File: src/rtl/ram_wb_arbiter.sv
// Two-master Wishbone arbiter in front of the single-ported RAM slave; grant held for the whole cyc.
// Define RAM_WB_ARB_ROUND_ROBIN_EN for round-robin tie breaking (default: fixed priority, m0 first).
module ram_wb_arbiter #(
    parameter int ADR_WIDTH    = 16,
    parameter int STARVE_LIMIT = 256,
    parameter int WAIT_WIDTH   = 9
) (
    input  logic                 clk_i,
    input  logic                 rst_i,

    input  logic [31:0]          m0_dat_i,
    output logic [31:0]          m0_dat_o,
    input  logic [ADR_WIDTH-3:0] m0_adr_i,
    input  logic                 m0_we_i,
    input  logic                 m0_cyc_i,
    input  logic                 m0_stb_i,
    input  logic [3:0]           m0_sel_i,
    input  logic [2:0]           m0_cti_i,
    output logic                 m0_ack_o,

    input  logic [31:0]          m1_dat_i,
    output logic [31:0]          m1_dat_o,
    input  logic [ADR_WIDTH-3:0] m1_adr_i,
    input  logic                 m1_we_i,
    input  logic                 m1_cyc_i,
    input  logic                 m1_stb_i,
    input  logic [3:0]           m1_sel_i,
    input  logic [2:0]           m1_cti_i,
    output logic                 m1_ack_o,

    output logic [31:0]          s_dat_o,
    input  logic [31:0]          s_dat_i,
    output logic [ADR_WIDTH-3:0] s_adr_o,
    output logic                 s_we_o,
    output logic                 s_cyc_o,
    output logic                 s_stb_o,
    output logic [3:0]           s_sel_o,
    output logic [2:0]           s_cti_o,
    input  logic                 s_ack_i,

    input  logic                 starve_clr_i,
    output logic                 starve_o
);

    typedef enum logic [1:0] {
        IDLE = 2'd0,
        OWN0 = 2'd1,
        OWN1 = 2'd2
    } state_t;

    localparam logic [WAIT_WIDTH-1:0] WAIT_LAST = WAIT_WIDTH'(STARVE_LIMIT - 1);

    state_t                state_q, state_d;
    logic                  last_q, last_d;
    logic [WAIT_WIDTH-1:0] wait_cnt_q, wait_cnt_d;
    logic                  starve_q, starve_d;

    // Per-master views indexed by master number so routing is a single mux.
    logic [31:0]          m_dat [2];
    logic [ADR_WIDTH-3:0] m_adr [2];
    logic                 m_we  [2];
    logic                 m_cyc [2];
    logic                 m_stb [2];
    logic [3:0]           m_sel [2];
    logic [2:0]           m_cti [2];
    logic                 m_ack [2];

    assign m_dat[0] = m0_dat_i;
    assign m_adr[0] = m0_adr_i;
    assign m_we[0]  = m0_we_i;
    assign m_cyc[0] = m0_cyc_i;
    assign m_stb[0] = m0_stb_i;
    assign m_sel[0] = m0_sel_i;
    assign m_cti[0] = m0_cti_i;

    assign m_dat[1] = m1_dat_i;
    assign m_adr[1] = m1_adr_i;
    assign m_we[1]  = m1_we_i;
    assign m_cyc[1] = m1_cyc_i;
    assign m_stb[1] = m1_stb_i;
    assign m_sel[1] = m1_sel_i;
    assign m_cti[1] = m1_cti_i;

    logic own_valid;
    logic own_idx;
    logic other_waiting;
    logic tie_pick_m1;
    logic starve_set;

    assign own_valid     = (state_q == OWN0) || (state_q == OWN1);
    assign own_idx       = (state_q == OWN1);
    assign other_waiting = own_valid && m_cyc[~own_idx];

`ifdef RAM_WB_ARB_ROUND_ROBIN_EN
    assign tie_pick_m1 = ~last_q;
`else
    assign tie_pick_m1 = 1'b0;
`endif

    // Slave side: owner's signals pass straight through, all zeros while idle.
    always_comb begin
        s_dat_o = '0;
        s_adr_o = '0;
        s_we_o  = 1'b0;
        s_cyc_o = 1'b0;
        s_stb_o = 1'b0;
        s_sel_o = '0;
        s_cti_o = '0;
        if (own_valid) begin
            s_dat_o = m_dat[own_idx];
            s_adr_o = m_adr[own_idx];
            s_we_o  = m_we[own_idx];
            s_cyc_o = m_cyc[own_idx];
            s_stb_o = m_stb[own_idx];
            s_sel_o = m_sel[own_idx];
            s_cti_o = m_cti[own_idx];
        end
    end

    // Acks are gated by state so an asynchronous reset drops them immediately.
    generate
        for (genvar gi = 0; gi < 2; gi++) begin : g_ack
            assign m_ack[gi] = own_valid && (own_idx == 1'(gi)) && s_ack_i;
        end
    endgenerate

    assign m0_ack_o = m_ack[0];
    assign m1_ack_o = m_ack[1];
    assign m0_dat_o = s_dat_i;
    assign m1_dat_o = s_dat_i;
    assign starve_o = starve_q;

    always_comb begin
        state_d = state_q;
        last_d  = last_q;
        unique case (state_q)
            IDLE: begin
                if (m_cyc[0] && m_cyc[1]) begin
                    state_d = tie_pick_m1 ? OWN1 : OWN0;
                end else if (m_cyc[0]) begin
                    state_d = OWN0;
                end else if (m_cyc[1]) begin
                    state_d = OWN1;
                end
            end
            OWN0: begin
                if (!m_cyc[0]) begin
                    state_d = IDLE;
                    last_d  = 1'b0;
                end
            end
            OWN1: begin
                if (!m_cyc[1]) begin
                    state_d = IDLE;
                    last_d  = 1'b1;
                end
            end
            default: state_d = IDLE;
        endcase
    end

    assign starve_set = other_waiting && (wait_cnt_q == WAIT_LAST);

    always_comb begin
        wait_cnt_d = wait_cnt_q;
        if (state_d == IDLE) begin
            wait_cnt_d = '0;
        end else if (other_waiting && (wait_cnt_q != '1)) begin
            wait_cnt_d = wait_cnt_q + 1'b1;
        end
    end

    assign starve_d = starve_set || (starve_q && !starve_clr_i);

    always_ff @(posedge clk_i or posedge rst_i) begin
        if (rst_i) begin
            state_q    <= IDLE;
            last_q     <= 1'b1;
            wait_cnt_q <= '0;
            starve_q   <= 1'b0;
        end else begin
            state_q    <= state_d;
            last_q     <= last_d;
            wait_cnt_q <= wait_cnt_d;
            starve_q   <= starve_d;
        end
    end

endmodule

File: config.mk
export PLATFORM = sky130hd
export DESIGN_NAME = ram_wb_arbiter
export DESIGN_NICKNAME = d
export VERILOG_FILES = /design/src/rtl/ram_wb_arbiter.sv
export SDC_FILE = /design/constraint.sdc
export NUM_CORES = 1
export LEC_CHECK = 0
export BUFFER_PORTS_ARGS = -buffer_cell sky130_fd_sc_hd__buf_2
export CAP_MARGIN = 40
export CORE_AREA = 2 2 104 106
export CTS_CLUSTER_DIAMETER = 120
export DETAILED_ROUTE_END_ITERATION = 7
export DIE_AREA = 0 0 106 108
export GPL_TIMING_DRIVEN = 0
export SLEW_MARGIN = 5
export SYNTH_ARGS = -nofsm -noshare
export SYNTH_HDL_FRONTEND = slang
export SYNTH_SLANG_ARGS = --single-unit
File: constraint.sdc
create_clock -name clk_i -period 2.3 [get_ports clk_i]
set_input_delay 0.115 -clock clk_i [delete_from_list [all_inputs] [get_ports clk_i]]
set_output_delay 0.115 -clock clk_i [all_outputs]
set_load 0.1 [all_outputs]
==> results <==
- The run finished with clean final reports.
- Ranked by total cell area, the synthesized netlist is headed by sky130_fd_sc_hd__mux2i_1 25%, sky130_fd_sc_hd__buf_4 22%, sky130_fd_sc_hd__nor2b_1 16%.
- The clock skew is 0.00115 ns.
- In the final layout, the share of cells above drive strength 1 is 0.760.
- Counting instances in the post-synthesis netlist gives the leading cell types as 67 x sky130_fd_sc_hd__buf_4, 57 x sky130_fd_sc_hd__nor2b_1, 56 x sky130_fd_sc_hd__mux2i_1, 12 x sky130_fd_sc_hd__dfrtp_1.
- The number of optimization iterations in the first detailed-route pass is 3.
- The detailed-route vias per instance is 4.03.
- The count of input and output buffers is 238.
- Before CTS, the worst setup slack after placement is -0.0380 ns.
- Of all nets on the critical path, the largest fanout is 10.
- The detailed router finished its first iteration with 38 violations.
- For the pin with the worst max-slew slack, the measured transition is 0.520 ns.
- The first global-routing pass estimated 12.1 mm of wire.
- The proportion of netlist area held by the largest area contributor is 0.249.
- Across the run, the number of max-cap violations was 0.
- The number of global-route vias before repair is 2502.
- For this design, the sink count on the clock tree is 12.
- The number of primary I/O pins is 271.
- TritonCTS created 3 clock buffers.
- STA classifies the critical path endpoint as a primary output.
- The synthesized net count is 421.
- The final-report max-slew violation count came to 0.
- The category of the critical setup timing path is register to primary output.
- The filler cells instantiated in the layout total 1050.
- In this run, synthesis produced a sequential element count of 12.
- The number of flops mapped to enable cells by yosys is 0.
- The die is 106 um wide.
- The area overhead of the layout relative to synthesis is 78.3%.
- The clock period minus worst slack is 2.15 ns.
- Entering global routing, the biggest net connects 13 pins.
- Data arrives at the worst endpoint at 2.03 ns.
- The number of nets in the final layout is 665.
- The final sum of negative setup slack is 0 ns.
- In this run the worst hold path is classified as input port to register.
- Of all flip-flops after synthesis, the portion carrying an async set or reset was 1.00.
- The HPWL after detailed placement is 7.13 mm.
- Routability-driven placement finished with a final weighted congestion of 0.820.
- The total number of H-tree levels is 1.
- The clock reaches the later pin of the worst-skew pair after 0.24 ns.
- Dividing the final minimum period by the clock period gives 0.934.
- During synthesis, Yosys emitted a total of 0 warnings.
- After clock tree synthesis, the clock-pin slew on the worst setup and hold paths is 0.05 ns.
- The number of routed nets with antenna violations is 0.
- The full die area is 0.0114 sq mm.
- For this block, the routed nets add up to 8.18 mm of wire.
- The worst hold margin is 0.0664 ns.
- The longest clock path from root to sink contains 2 buffers.
- The post-route worst setup slack is 0.152 ns.
- The routed wire length per instance is 12.7 um.
- The launching element type of the critical path is a register.
- Measured against its own limit, the worst slew margin works out to 0.656.
- Yosys instantiated no cell more often than sky130_fd_sc_hd__buf_4.
- For this configuration, the core starts out at a cell density of 0.220.
- From bottom edge to top edge, the die measures 108 um.
- The overflow left after global routing is 0.
- For the worst setup path, the data required time is 2.18 ns.
- The synthesized area divided by synthesized cell count is 8.50 sq um.
- The post-synthesis cell type with the largest combined area is sky130_fd_sc_hd__mux2i_1.
- The number of inserted diodes is 0.
- The initial antenna violation count came to 0.
- The site row count is 37.
- Setup repair after global routing left no endpoint under its margin.
- Setup violations remaining at the end of the flow were counted as 0.
- The final number of hold-violating endpoints is 0.
- TritonCTS built the clock tree.
- The sequential cell area fraction in the yosys report is 0.133.
- In the synthesized netlist, the number of instances is 265.
- In this run the clock root is driven by a sky130_fd_sc_hd__clkbuf_8.
- The most common flop cell mapped by yosys is sky130_fd_sc_hd__dfrtp_1.
- The total number of vias is 2593.
- The overall global routing resource usage is 0.130.
- After detailed routing, the number of remaining DRC violations is 0.
- The number of library cell types mapped by synthesis is 33.
- The area of the placeable core is 0.0102 sq mm.
- The fmax is 465 MHz.
- Summing every instance area after synthesis gives 0.00225 sq mm.
-- placed cells by master (no fill, tap or decap), types with 2 or more instances in the layout --
master and instances:
sky130_fd_sc_hd__inv_1 6, sky130_fd_sc_hd__buf_6 20, sky130_fd_sc_hd__buf_4 89, sky130_fd_sc_hd__mux2i_2 3
sky130_fd_sc_hd__dfrtp_1 12, sky130_fd_sc_hd__nor3b_1 2, sky130_fd_sc_hd__nor2b_2 56, sky130_fd_sc_hd__clkbuf_8 4
sky130_fd_sc_hd__nor2_1 8, sky130_fd_sc_hd__clkbuf_1 2, sky130_fd_sc_hd__xnor2_1 6, sky130_fd_sc_hd__buf_2 197
sky130_fd_sc_hd__and2_1 4, sky130_fd_sc_hd__nand4_1 2, sky130_fd_sc_hd__clkbuf_2 3, sky130_fd_sc_hd__ha_1 8
sky130_fd_sc_hd__clkbuf_4 5, sky130_fd_sc_hd__nand2_1 3, sky130_fd_sc_hd__a21oi_1 3, sky130_fd_sc_hd__nand3_1 2
sky130_fd_sc_hd__mux2i_1 53, sky130_fd_sc_hd__o21ai_0 3
-- final cells by class --
cell class / instances / area [sq um] / area share
Multi-Input combinational cell: 169 / 1520 / 0.379
Timing Repair Buffer: 239 / 1360 / 0.339
Buffer: 78 / 588 / 0.146
Sequential cell: 12 / 300 / 0.0747
Tap cell: 136 / 170 / 0.0423
Clock buffer: 4 / 55.1 / 0.0137
Inverter: 6 / 22.5 / 0.00560
-- worst paths after layout --
path / start / end / slack (ns) / cells past startpoint
max: state_q[0] / s_dat_o[3] / 0.15 / 7
max reg2reg: wait_cnt_q[0] / wait_cnt_q[7] / 0.21 / 8
max in group asynchronous: rst_i / state_q[0] / 1.54 / 3
min reg2reg: wait_cnt_q[7] / wait_cnt_q[7] / 0.54 / 3
min in group asynchronous: rst_i / wait_cnt_q[4] / 0.44 / 3
min: starve_clr_i / starve_o / 0.07 / 2
-- metal layers --
layer / GRT usage / share of wire / up-vias
li1: - / - / 1297
met1: 0.149 / 0.36 / 1173
met2: 0.262 / 0.56 / 123
met3: 0.0187 / 0.075 / 0
met4: 0.0113 / 0 / 0
met5: 0 / 0 / -
-- kinds of logic (layout without fill, tap and decap cells) --
logic type	Yosys count	in the layout	synth area share
compound gates	12	12	0.0361
xor+xnor	6	6	0.0233
fa+ha+maj	8	8	0.0444
buf+inv	84	327	0.260
flops	12	12	0.133
mux	58	58	0.264
simple gates	85	85	0.239
-- state kept, by name (all words and copies together) (netlist names) --
register,flops
wait_cnt_q,9
state_q,2
starve_o,1
-- repair_timing --
item,CTS,global route
endpoints found under the hold margin,12,0
resized for setup,44,29
endpoints found under the setup margin,45,51
hold buffers,1,0
setup buffers,0,0
-- metrics by stage --
stage	utilization	cell area, sq um	std cells
after floorplan	-	2390	265
after global placement	0.367	3750	639
after CTS	0.384	3930	644
final	0.393	4020	644
after global routing	0.393	4020	644
after detailed placement	0.367	3750	639
-- critical path, stage by stage, from the launching register on --
cell	delay, ns
sky130_fd_sc_hd__dfrtp_1	0.44
sky130_fd_sc_hd__inv_1	0.11
sky130_fd_sc_hd__ha_1	0.17
sky130_fd_sc_hd__buf_6	0.13
sky130_fd_sc_hd__buf_2	0.28
sky130_fd_sc_hd__mux2i_1	0.13
sky130_fd_sc_hd__nor2b_2	0.11
sky130_fd_sc_hd__buf_2	0.42
Power is not shown: default switching activity piles up to over one toggle a cycle in this logic, so the estimate is an artifact.
